## src/rtl/alarm_clock_pkg.sv

```systemverilog
// Shared types, write-port decode, 7-segment table and BCD helpers for the alarm clock.
// Latency: n/a (declarations and pure functions only).
// Backpressure: n/a.
package alarm_clock_pkg;

    typedef enum logic [1:0] {
        ST_IDLE    = 2'd0,
        ST_RINGING = 2'd1,
        ST_SNOOZE  = 2'd2
    } alarm_state_e;

    localparam logic [1:0] SEL_TIME  = 2'd0;
    localparam logic [1:0] SEL_ALARM = 2'd1;
    localparam logic [1:0] SEL_CTRL  = 2'd2;
    localparam logic [1:0] SEL_RSVD  = 2'd3;

    localparam logic [7:0] SEG_BLANK = 8'hFF;

    // Active-low gfedcba with dp (bit7) off; entry i decodes digit i.
    localparam logic [9:0][7:0] SEG_TABLE = {
        8'h90, 8'h80, 8'hF8, 8'h82, 8'h92,
        8'h99, 8'hB0, 8'hA4, 8'hF9, 8'hC0
    };

    function automatic logic bcd_time_valid(input logic [23:0] t);
        return (t[23:16] <= 8'h23) && (t[19:16] <= 4'd9) &&
               (t[15:12] <= 4'd5)  && (t[11:8]  <= 4'd9) &&
               (t[7:4]   <= 4'd5)  && (t[3:0]   <= 4'd9);
    endfunction

    function automatic logic [23:0] bcd_time_inc(input logic [23:0] t);
        logic [23:0] n;
        n = t;
        if (t[3:0] != 4'd9) begin
            n[3:0] = t[3:0] + 4'd1;
        end else begin
            n[3:0] = 4'd0;
            if (t[7:4] != 4'd5) begin
                n[7:4] = t[7:4] + 4'd1;
            end else begin
                n[7:4] = 4'd0;
                if (t[11:8] != 4'd9) begin
                    n[11:8] = t[11:8] + 4'd1;
                end else begin
                    n[11:8] = 4'd0;
                    if (t[15:12] != 4'd5) begin
                        n[15:12] = t[15:12] + 4'd1;
                    end else begin
                        n[15:12] = 4'd0;
                        if (t[23:16] == 8'h23) begin
                            n[23:16] = 8'h00;
                        end else if (t[19:16] == 4'd9) begin
                            n[19:16] = 4'd0;
                            n[23:20] = t[23:20] + 4'd1;
                        end else begin
                            n[19:16] = t[19:16] + 4'd1;
                        end
                    end
                end
            end
        end
        return n;
    endfunction

endpackage

```

## src/rtl/bcd_to_seg7.sv

```systemverilog
// BCD digit to active-low 7-segment pattern with decimal point control.
// Latency: combinational.
// Backpressure: none.
module bcd_to_seg7
    import alarm_clock_pkg::*;
(
    input  logic [3:0] digit,
    input  logic       dp,
    output logic [7:0] seg
);

    always_comb begin
        seg = SEG_BLANK;
        if (digit <= 4'd9) begin
            seg = SEG_TABLE[digit];
        end
        if (dp) begin
            seg[7] = 1'b0;
        end
    end

endmodule

```

## src/rtl/alarm_clock_ctrl.sv

```systemverilog
// BCD timekeeper, alarm compare, ring/snooze FSM, button debounce, 7-seg and LED drive.
// Latency: writes land next cycle; segments/LEDs/irq are registered one cycle after the state they show.
// Backpressure: none; every write is accepted or rejected in one cycle (wr_err).
module alarm_clock_ctrl
    import alarm_clock_pkg::*;
#(
    parameter int CLK_HZ           = 50000000,
    parameter int DEBOUNCE_CYCLES  = 1000000,
    parameter int SNOOZE_SEC       = 300,
    parameter int RING_TIMEOUT_SEC = 60
) (
    input  logic        clk_clk,
    input  logic        reset_reset_n,
    input  logic        button_n,
    input  logic        wr_en,
    input  logic [1:0]  wr_sel,
    input  logic [23:0] wr_data,
    output logic        wr_err,
    output logic [23:0] time_bcd,
    output logic        btn_pulse,
    output logic        alarm_irq,
    output logic [7:0]  segment1,
    output logic [7:0]  segment2,
    output logic [7:0]  segment3,
    output logic [7:0]  segment4,
    output logic [7:0]  segment5,
    output logic [7:0]  segment6,
    output logic [9:0]  leds
);

    localparam int PW  = $clog2(CLK_HZ);
    localparam int DBW = $clog2(DEBOUNCE_CYCLES + 1);
    localparam int RW  = $clog2(RING_TIMEOUT_SEC + 1);
    localparam int SW  = $clog2(SNOOZE_SEC + 1);

    localparam logic [PW-1:0]  PRESC_LAST = PW'(CLK_HZ - 1);
    localparam logic [PW-1:0]  PRESC_HALF = PW'(CLK_HZ / 2);
    localparam logic [DBW-1:0] DB_LAST    = DBW'(DEBOUNCE_CYCLES - 1);

    logic [PW-1:0]  presc;
    logic [23:0]    time_q;
    logic [15:0]    alarm_q;
    logic           alarm_en_q;
    alarm_state_e   state_q;
    alarm_state_e   state_nxt;
    logic [RW-1:0]  ring_cnt;
    logic [SW-1:0]  snz_cnt;

    logic           btn_s1, btn_s2, btn_db;
    logic [DBW-1:0] db_cnt;

    logic           sec_tick, half, tick_inc, match;
    logic           wr_time, wr_alarm, wr_ctrl;
    logic           time_valid, alarm_valid, time_ok;
    logic           alarm_en_nxt, ack, disable_wr;
    logic [23:0]    t_inc;

    assign sec_tick    = (presc == PRESC_LAST);
    assign half        = (presc < PRESC_HALF);
    assign wr_time     = wr_en && (wr_sel == SEL_TIME);
    assign wr_alarm    = wr_en && (wr_sel == SEL_ALARM);
    assign wr_ctrl     = wr_en && (wr_sel == SEL_CTRL);
    assign time_valid  = bcd_time_valid(wr_data);
    assign alarm_valid = bcd_time_valid({wr_data[23:8], 8'h00});
    assign time_ok     = wr_time && time_valid;
    assign tick_inc    = sec_tick && !time_ok;
    assign t_inc       = bcd_time_inc(time_q);
    assign ack         = wr_ctrl && wr_data[1];
    assign disable_wr  = wr_ctrl && !wr_data[0];
    assign alarm_en_nxt = wr_ctrl ? wr_data[0] : alarm_en_q;
    assign time_bcd    = time_q;

    // Only a real seconds roll-over can trigger; a loaded time never does.
    assign match = tick_inc && (t_inc[7:0] == 8'h00) && (t_inc[23:8] == alarm_q) &&
                   alarm_en_q && (state_q == ST_IDLE);

    always_ff @(posedge clk_clk or negedge reset_reset_n) begin
        if (!reset_reset_n) begin
            presc      <= '0;
            time_q     <= '0;
            alarm_q    <= '0;
            alarm_en_q <= 1'b0;
            wr_err     <= 1'b0;
        end else begin
            if (time_ok) begin
                time_q <= wr_data;
                presc  <= '0;
            end else begin
                presc <= sec_tick ? '0 : presc + 1'b1;
                if (sec_tick) begin
                    time_q <= t_inc;
                end
            end
            if (wr_alarm && alarm_valid) begin
                alarm_q <= wr_data[23:8];
            end
            if (wr_ctrl) begin
                alarm_en_q <= wr_data[0];
            end
            wr_err <= (wr_time && !time_valid) || (wr_alarm && !alarm_valid);
        end
    end

    always_ff @(posedge clk_clk or negedge reset_reset_n) begin
        if (!reset_reset_n) begin
            btn_s1    <= 1'b1;
            btn_s2    <= 1'b1;
            btn_db    <= 1'b1;
            db_cnt    <= '0;
            btn_pulse <= 1'b0;
        end else begin
            btn_s1    <= button_n;
            btn_s2    <= btn_s1;
            btn_pulse <= 1'b0;
            if (btn_s2 == btn_db) begin
                db_cnt <= '0;
            end else if (db_cnt == DB_LAST) begin
                db_cnt    <= '0;
                btn_db    <= btn_s2;
                btn_pulse <= btn_db;
            end else begin
                db_cnt <= db_cnt + 1'b1;
            end
        end
    end

    always_comb begin
        state_nxt = state_q;
        if (disable_wr) begin
            state_nxt = ST_IDLE;
        end else begin
            case (state_q)
                ST_IDLE: begin
                    if (match) state_nxt = ST_RINGING;
                end
                ST_RINGING: begin
                    if (ack)                                   state_nxt = ST_IDLE;
                    else if (tick_inc && ring_cnt <= RW'(1))   state_nxt = ST_IDLE;
                    else if (btn_pulse)                        state_nxt = ST_SNOOZE;
                end
                ST_SNOOZE: begin
                    if (ack)                                   state_nxt = ST_IDLE;
                    else if (tick_inc && snz_cnt <= SW'(1))    state_nxt = ST_RINGING;
                end
                default: state_nxt = ST_IDLE;
            endcase
        end
    end

    always_ff @(posedge clk_clk or negedge reset_reset_n) begin
        if (!reset_reset_n) begin
            state_q   <= ST_IDLE;
            ring_cnt  <= '0;
            snz_cnt   <= '0;
            alarm_irq <= 1'b0;
            leds      <= '0;
        end else begin
            state_q   <= state_nxt;
            alarm_irq <= (state_nxt == ST_RINGING);
            if (state_nxt == ST_RINGING && state_q != ST_RINGING) begin
                ring_cnt <= RW'(RING_TIMEOUT_SEC);
            end else if (state_q == ST_RINGING && tick_inc) begin
                ring_cnt <= ring_cnt - 1'b1;
            end
            if (state_nxt == ST_SNOOZE && state_q != ST_SNOOZE) begin
                snz_cnt <= SW'(SNOOZE_SEC);
            end else if (state_q == ST_SNOOZE && tick_inc) begin
                snz_cnt <= snz_cnt - 1'b1;
            end
            case (state_nxt)
                ST_RINGING: leds <= {10{half}};
                ST_SNOOZE:  leds <= {1'b1, 8'h00, alarm_en_nxt};
                default:    leds <= {9'h000, alarm_en_nxt};
            endcase
        end
    end

    logic [7:0] seg_nxt [6];
    logic [7:0] seg_q   [6];

    for (genvar i = 0; i < 6; i++) begin : g_dec
        bcd_to_seg7 u_dec (
            .digit (time_q[4*i +: 4]),
            .dp    ((i == 2 || i == 4) ? half : 1'b0),
            .seg   (seg_nxt[i])
        );
    end

    always_ff @(posedge clk_clk or negedge reset_reset_n) begin
        if (!reset_reset_n) begin
            for (int i = 0; i < 6; i++) begin
                seg_q[i] <= (i == 2 || i == 4) ? 8'h40 : 8'hC0;
            end
        end else begin
            for (int i = 0; i < 6; i++) begin
                seg_q[i] <= seg_nxt[i];
            end
        end
    end

    assign segment1 = seg_q[0];
    assign segment2 = seg_q[1];
    assign segment3 = seg_q[2];
    assign segment4 = seg_q[3];
    assign segment5 = seg_q[4];
    assign segment6 = seg_q[5];

endmodule
```

## config.mk

```make
export PLATFORM = sky130hd
export DESIGN_NAME = alarm_clock_ctrl
export DESIGN_NICKNAME = d
export VERILOG_FILES = /design/src/rtl/alarm_clock_pkg.sv /design/src/rtl/bcd_to_seg7.sv /design/src/rtl/alarm_clock_ctrl.sv
export SDC_FILE = /design/constraint.sdc
export NUM_CORES = 1
export LEC_CHECK = 0
export CAP_MARGIN = 20
export CORE_MARGIN = 4
export CORE_UTILIZATION = 50
export CTS_CLUSTER_SIZE = 12
export DETAILED_ROUTE_END_ITERATION = 16
export PLACE_DENSITY_LB_ADDON = 0.05
export SLEW_MARGIN = 20
export SYNTH_ARGS = -nofsm -noshare
export SYNTH_HDL_FRONTEND = slang
export SYNTH_SLANG_ARGS = --single-unit
```

## constraint.sdc

```tcl
create_clock -name clk_clk -period 3.25 [get_ports clk_clk]
set_input_delay 0.975 -clock clk_clk [delete_from_list [all_inputs] [get_ports clk_clk]]
set_output_delay 0.975 -clock clk_clk [all_outputs]
set_load 0.05 [all_outputs]
```

* Word-level counts from Yosys, hierarchy flattened
Memory sizes are Yosys's and may differ from the RTL's. Index checks and enable logic that the tools add are counted. Widths: inputs -> output; s select.
Cells by class: bitwise gates (word level) 1, reduce and logical (&&, ||, !) cells 37, add/subtract/negate cells 10, equal/unequal tests 18, magnitude comparators 21, shifts and indexed selects 0, $mul 0, mux-type cells 47, div/mod/pow operators 0
Operators by type and width (count):
- $mux 8 | 14
- $mux 20 | 3
- $mux 26 | 2
- $mux 24 | 2
- $le 4x4->1 const B | 9
- $lt 4x5->1 const B | 6
- $add 26x1->26 const B | 1
- $eq 26x26->1 const B | 1
- $lt 26x25->1 const B | 1
- $logic_and 1x1->1 | 25
- $add 4x1->4 const B | 6
- $mux 4 | 6
- $add 20x1->20 const B | 1
- $eq 20x20->1 const B | 1
- $pmux 10 s2 | 1
- $mux 9 | 2
- $eq 16x16->1 | 1
- $mux 16 | 1
- $mux 2 | 7
- $mux 12 | 1
- $mux 6 | 2
- $le 9x1->1 const B | 1
- $sub 9x1->9 const B | 1
- $eq 8x6->1 const B | 1
- other kinds (21) | 38
Word-level totals: output and inout port bits 85, RAM bits 0, memories kept 6, bits in read-only memories 768, input bits 30, latch bits 0, register bits 168, logic and storage cells 161
Memories:
- (no name shown) | words 16, width 8, read ports 1, clocked after memory_dff 0, wr ports 0, line bcd_to_seg7.sv:15 | seg = SEG_TABLE[digit];
- (no name shown) | words 16, width 8, read ports 1, clocked after memory_dff 0, wr ports 0, line bcd_to_seg7.sv:15
- (no name shown) | words 16, width 8, read ports 1, clocked after memory_dff 0, wr ports 0, line bcd_to_seg7.sv:15
- (no name shown) | words 16, width 8, read ports 1, clocked after memory_dff 0, wr ports 0, line bcd_to_seg7.sv:15
- (no name shown) | words 16, width 8, read ports 1, clocked after memory_dff 0, wr ports 0, line bcd_to_seg7.sv:15
- (no name shown) | words 16, width 8, read ports 1, clocked after memory_dff 0, wr ports 0, line bcd_to_seg7.sv:15

* Depth between registers and ports, before layout
Gate-level depths: netlist of run 1.
depth after elaboration 19, gate-level depth with buffers 16, mapped depth without buffers 14

* Cells and area by module
A second synthesis of run 1 with hierarchy kept.
Second synthesis, totals: cells, all modules 966, area, all modules 9069.9 um^2
By module, submodules not included:
- alarm_clock_ctrl | times used 1, area each 7808.7 um^2, sequential area each 4045.1 um^2, cells each 780
- bcd_to_seg7 | times used 6, area each 210.2 um^2, sequential area each 0.0 um^2, cells each 31

* Worst setup path after synthesis of run 1
OpenSTA, ideal clock, no wires.
kind flip-flop to flip-flop, start point reg time_q[0], in the netlist time_bcd[0], end point reg snz_cnt[2], setup slack -0.669 ns, clock period less this slack 3.919 ns, cell stages (with the launch flop) 15, library setup time 0.125 ns, path buffers 1, data arrival time 3.794 ns, data required time 3.125 ns, cells stage by stage dfrtp_1 > inv_1 > ha_1 > or3b_1 > o41ai_1 > o21ai_1 > a2111oi_2 > nand4_1 > a2111oi_0 > a31oi_1 > ha_1 > or2b_1 > buf_6 > nand2_1 > mux2_2
On the way: cells in the longest elaborated chain, start to end 13, elaborated cells between the ends (all ways) 17, those cells by class add/sub (1); eq/ne (3); mux (6); reduce/logical (7)
Ends and longest elaborated chain:
- from (decl) | line alarm_clock_ctrl.sv:41 | logic [23:0] time_q;
- from (signal assigned) | line alarm_clock_ctrl.sv:86 | time_q <= wr_data;
- from (signal assigned) | line alarm_clock_ctrl.sv:91 | time_q <= t_inc;
- $add 4x1->4 / $ne 4x4->1 (equally long branches) | line alarm_clock_pkg.sv:35, alarm_clock_pkg.sv:34
- $mux 4 / $mux 20 (equally long branches) | line alarm_clock_pkg.sv:34 | if (t[3:0] != 4'd9) begin
- $logic_not 8->1 | line alarm_clock_ctrl.sv:74 | assign match = tick_inc && (t_inc[7:0] == 8'h00) && (t_inc[23:8] == alarm_q) &&
- $logic_and 1x1->1 | line alarm_clock_ctrl.sv:74
- $logic_and 1x1->1 * (2 in series) | line alarm_clock_ctrl.sv:74
- $logic_and 1x1->1 * | line alarm_clock_ctrl.sv:75 | alarm_en_q && (state_q == ST_IDLE);
- $mux 2 * | line alarm_clock_ctrl.sv:134 | if (match) state_nxt = ST_RINGING;
- $pmux 2 s3 * | line alarm_clock_ctrl.sv:132 | case (state_q)
- $mux 2 * | line alarm_clock_ctrl.sv:129 | if (disable_wr) begin
- $eq 2x2->1 * | line alarm_clock_ctrl.sv:165 | if (state_nxt == ST_SNOOZE && state_q != ST_SNOOZE) begin
- $logic_and 1x1->1 * | line alarm_clock_ctrl.sv:165
- $mux 9 / $reduce_bool 2->1 (equally long branches)
- to (signal assigned) | line alarm_clock_ctrl.sv:166 | snz_cnt <= SW'(SNOOZE_SEC);
- to (signal assigned) | line alarm_clock_ctrl.sv:168 | snz_cnt <= snz_cnt - 1'b1;
- to (decl) | line alarm_clock_ctrl.sv:47 | logic [SW-1:0] snz_cnt;
Every way passes the cells marked *; elsewhere a longest branch is shown, timed or not. A chain may end at the register's enable or synchronous reset.

* Worst setup path after layout of run 1
start point in wr_data[13], end point reg snz_cnt[2]
On the way: cells in the longest elaborated chain, start to end 18, elaborated cells between the ends (all ways) 26, those cells by class order compare (1); eq/ne (1); mux (8); reduce/logical (16)
Ends and longest elaborated chain:
- from (decl) | line alarm_clock_ctrl.sv:17 | input logic [23:0] wr_data,
- $le 4x3->1 * | line alarm_clock_pkg.sv:27 | (t[15:12] <= 4'd5) && (t[11:8] <= 4'd9) &&
- $logic_and 1x1->1 * | line alarm_clock_pkg.sv:26 | return (t[23:16] <= 8'h23) && (t[19:16] <= 4'd9) &&
- $logic_and 1x1->1 * (2 in series) | line alarm_clock_pkg.sv:27
- $logic_and 1x1->1 * | line alarm_clock_pkg.sv:28 | (t[7:4] <= 4'd5) && (t[3:0] <= 4'd9);
- $logic_and 1x1->1 * | line alarm_clock_ctrl.sv:65 | assign time_ok = wr_time && time_valid;
- $logic_not 1->1 * | line alarm_clock_ctrl.sv:66 | assign tick_inc = sec_tick && !time_ok;
- $logic_and 1x1->1 * | line alarm_clock_ctrl.sv:66
- $logic_and 1x1->1 (3 in series) | line alarm_clock_ctrl.sv:74
- $logic_and 1x1->1 | line alarm_clock_ctrl.sv:75
- $mux 2 | line alarm_clock_ctrl.sv:134
- $pmux 2 s3 | line alarm_clock_ctrl.sv:132
- $mux 2 | line alarm_clock_ctrl.sv:129
- $eq 2x2->1 | line alarm_clock_ctrl.sv:165
- $logic_and 1x1->1 | line alarm_clock_ctrl.sv:165
- $mux 9 / $reduce_bool 2->1 (equally long branches)
Marked as above.

==> results of run 1 <==
stage by stage:
step	hold slack, ns	util	setup TNS, ns	total power [W]
after detailed placement	0.353	0.659	-21.56	0.00280
after global placement	0.349	0.659	-18.19	0.00279
after CTS	0.362	0.705	-1.34	0.00485
after floorplan	0.345	-	-4.91	0.00248
final	0.359	0.711	-2.78	0.00480
after global routing	0.366	0.711	-3.46	0.00501
cells in the final DEF, fill, tap and decap left out, drive strengths merged, types with 4 or more instances in the layout:
| master | n |
|---|---|
| nand3 | 39 |
| inv | 39 |
| nor2 | 110 |
| ha | 39 |
| nand2b | 9 |
| and3b | 5 |
| nor4 | 12 |
| mux2i | 6 |
| xnor2 | 31 |
| a31oi | 10 |
| nor2b | 13 |
| or3 | 5 |
| xor2 | 38 |
| a211oi | 6 |
| nor3 | 27 |
| a2111oi | 5 |
| and3 | 9 |
| dfrtp | 147 |
| o21ai | 60 |
| dlygate4sd2 | 10 |
| o22a | 6 |
| clkbuf | 22 |
| a22oi | 4 |
| dfstp | 9 |
| nand2 | 84 |
| nand4 | 20 |
| buf | 171 |
| nand3b | 5 |
| clkdlybuf4s50 | 91 |
| conb | 4 |
| a21oi | 59 |
| mux2 | 17 |
| nor3b | 4 |
| or4 | 7 |
| a21o | 4 |
sequential cells by signal, summed over array words and instances (netlist names), 8 cells and up:
| name | cells |
|---|---|
| snz_cnt | 9 |
| alarm_q | 16 |
| time_bcd | 24 |
| presc | 26 |
| segment3 | 8 |
| db_cnt | 20 |
layer usage:
metal / vias up / track usage / routed length, µm
li1: 3695 / - / -
met1: 3626 / 0.293 / 9710
met5: - / 0 / 0
met2: 183 / 0.394 / 11000
met3: 44 / 0.0422 / 845
met4: 0 / 0.0829 / 595
cells by family after synthesis:
family | Yosys count | share of synthesized area
adders and majority gates | 39 | 0.0566
buffers and inverters | 85 | 0.0449
xor gates and xnor gates | 69 | 0.0701
other | 1 | 0.000435
muxes | 23 | 0.0292
and+or+nand+nor | 364 | 0.213
AOI/OAI and AO/OA | 180 | 0.131
DFF | 156 | 0.454
power by group:
group | internal [W] | leakage, nW | switching (W)
sequential | 0.00203 | 1.81 | 0.0000677
combinational | 0.000288 | 3.04 | 0.000386
clock | 0.00125 | 0.287 | 0.000782
worst max-delay path by stage:
stage	from	end	slack [ns]	cells past startpoint
finish	wr_data[13]	snz_cnt[2]$_DFFE_PN0P_	-0.26	13
global route	wr_data[13]	snz_cnt[5]$_DFFE_PN0P_	-0.33	14
CTS	wr_data[13]	snz_cnt[3]$_DFFE_PN0P_	-0.20	14
detailed placement	wr_data[14]	snz_cnt[7]$_DFFE_PN0P_	-1.10	13
global placement	wr_data[14]	snz_cnt[7]$_DFFE_PN0P_	-1.05	13
floorplan	wr_data[14]	snz_cnt[5]$_DFFE_PN0P_	-0.58	15
timing repair:
action	4_1_cts	5_1_grt
gates resized for setup	78	20
setup endpoints to repair	19	18
pin swaps	30	11
buffers inserted	7	3
layout make-up:
class / count / area share
timing repair buffer: 273 / 0.198
tap: 220 / 0.0231
sequential: 156 / 0.329
multi-input combinational: 679 / 0.387
clock inverter: 10 / 0.0118
clock buffer: 22 / 0.0390
inverter: 38 / 0.0122
==> results.py, run 1 <==
metrics = {
    "synthesis": {
        "synth_edf_count": 0,
        "avgSynthCellArea_um2": 9.40,
        "synth.top_cells.by_count": "dfrtp_1, nor2_1, nand2_1",
        "netlist_instances": 917,
        "synthTopCellsByArea": "dfrtp_1, ha_1, nor2_1, xor2_1, nand2_1",
        "synth-async-reset-ratio": 1.00,
        "synth_most_common_cell": "dfrtp_1",
        "syn_area_um2": 8620,
        "synth_area_leader_cell": "dfrtp_1",
        "ys.warnings.count": 0,
        "synth_seq_cells": 156,
        "synth_seq_area_share": 0.454,
        "synth_top_area_frac": 0.427,
        "yosysUniqueCellTypes": 73,
        "synth_flop_cell": "dfrtp_1",
    },
    "timing": {
        "fmax_ghz": 0.285,
        "slew_viol_final": 0,
        "hold_viol_final": 0,
        "setup_viol": 16,
        "fin_ws_ns": -0.262,
        "rsz0062_at_grt": "true",
        "fin_skew_ns": 0.0103,
        "maxSlewHeadroom": 0.617,
        "worstMarginPinSlew_ns": 0.569,
        "fin_crit_sh": 1.08,
        "period_needed_ns": 3.51,
    },
    "drt": {
        "drc_errors": 0,
        "vias": 7548,
        "drt_iter0_drc": 405,
        "post_drt_wl_per_cell_um": 15.8,
        "wirelength_um": 22100,
        "ant_nets": 0,
        "via_per_inst": 5.40,
        "firstDrtPassIters": 5,
    },
    "worst_setup_path": {
        "slowest_delay_ns": 0.46,
        "slowest_stage": "or4_4",
        "rr_endpoint": "snz_cnt[5]$_DFFE_PN0P_",
        "cp_cell_sequence": "buf_8 > a2111oi_4 > nand4_1 > or4_4 > and2_4 > buf_6 > a211o_1 > a21oi_2 > a31oi_4 > ha_4 > or2b_4 > nand2_2 > mux2_2",
        "regToRegSetupSlack_ns": -0.15,
        "crit_family": "simple AND/OR/NAND/NOR gates",
        "reg2reg_depth": 16,
        "timing.rr.start": "time_bcd[1]$_DFFE_PN0P_",
        "cp-start-kind": "primary input",
        "arrival_ns": 3.82,
        "path_buf_inv": 2,
        "worstSetupPathType": "in -> reg",
        "cp-end-kind": "flip-flop",
        "cp_max_fo": 6,
        "worstPathRequired_ns": 3.56,
    },
    "power_and_ir_drop": {
        "ir_worst_vdd_mv": 0.381,
        "leakagePower_nw": 5.14,
        "p_per_area_nw_per_um2": 403,
    },
    "die": {
        "die_area_um2": 19400,
        "die-height_um": 139,
        "coreArea_um2": 16800,
        "initial_core_util": 0.514,
        "fp-row-count": 47,
        "num_io_pins": 115,
        "fp.dieW_um": 139,
    },
    "hold_path": {
        "hold_depth": 0,
        "hold_path_class": "reg -> reg",
        "hold_end": "btn_s2$_DFF_PN1_",
        "min-delay-start": "btn_s1$_DFF_PN1_",
    },
    "cts": {
        "h-tree-depth": 4,
        "tritoncts": "built",
        "clkTransAtPathRegs_ns": 0.06,
        "cts_root_buffer": "clkbuf_16",
        "cts-buffers-inserted": 17,
        "cts.sinks": 156,
        "clockBufferDepth": 2,
        "cts_hold_buffers": 0,
        "clk_latency_ns": 0.42,
    },
    "cells_and_area": {
        "drive_gt1_frac": 0.251,
        "stdcell_area_um2": 11900,
        "diodes": 0,
        "multiInputGateArea_um2": 4610,
        "layout.nets": 1234,
        "seq_area_um2": 3920,
        "fillerInstances": 1331,
        "final_cells": 1398,
        "areaGrowthSynthToFinish_pct": 38.3,
    },
    "place": {
        "gp_congestion": 0.846,
        "pre_cts_ws_ns": -1.10,
        "dpl_cell_area_um2": 11000,
        "dpl.hpwl_um": 16300,
        "dp.cells": 1356,
        "portBuffers": 110,
    },
    "global_routing": {
        "grt_pass1_vias": 7491,
        "grt_use_total": 0.230,
        "grt_pass1_wl_um": 36800,
        "antenna_found_initial": 0,
        "grt_remaining_overflow": 0,
        "grt_max_degree": 46,
    },
    "outcome": {
        "outcome": "finished with violations",
        "failed_checks": "negative setup slack",
    },
    "job": {
        "cap_violations": 0,
    },
}
Note: power is estimated with default switching activity, not from simulation.
==> run 2: changes to the inputs <==
--- a/config.mk
+++ b/config.mk
@@ -10,6 +10,7 @@
 export CORE_UTILIZATION = 50
 export CTS_CLUSTER_SIZE = 12
 export DETAILED_ROUTE_END_ITERATION = 16
+export GPL_ROUTABILITY_DRIVEN = 0
 export PLACE_DENSITY_LB_ADDON = 0.05
 export SLEW_MARGIN = 20
 export SYNTH_ARGS = -nofsm -noshare
==> results of run 2 <==
Final layout, timing and power as in run 1 (identical DEF).
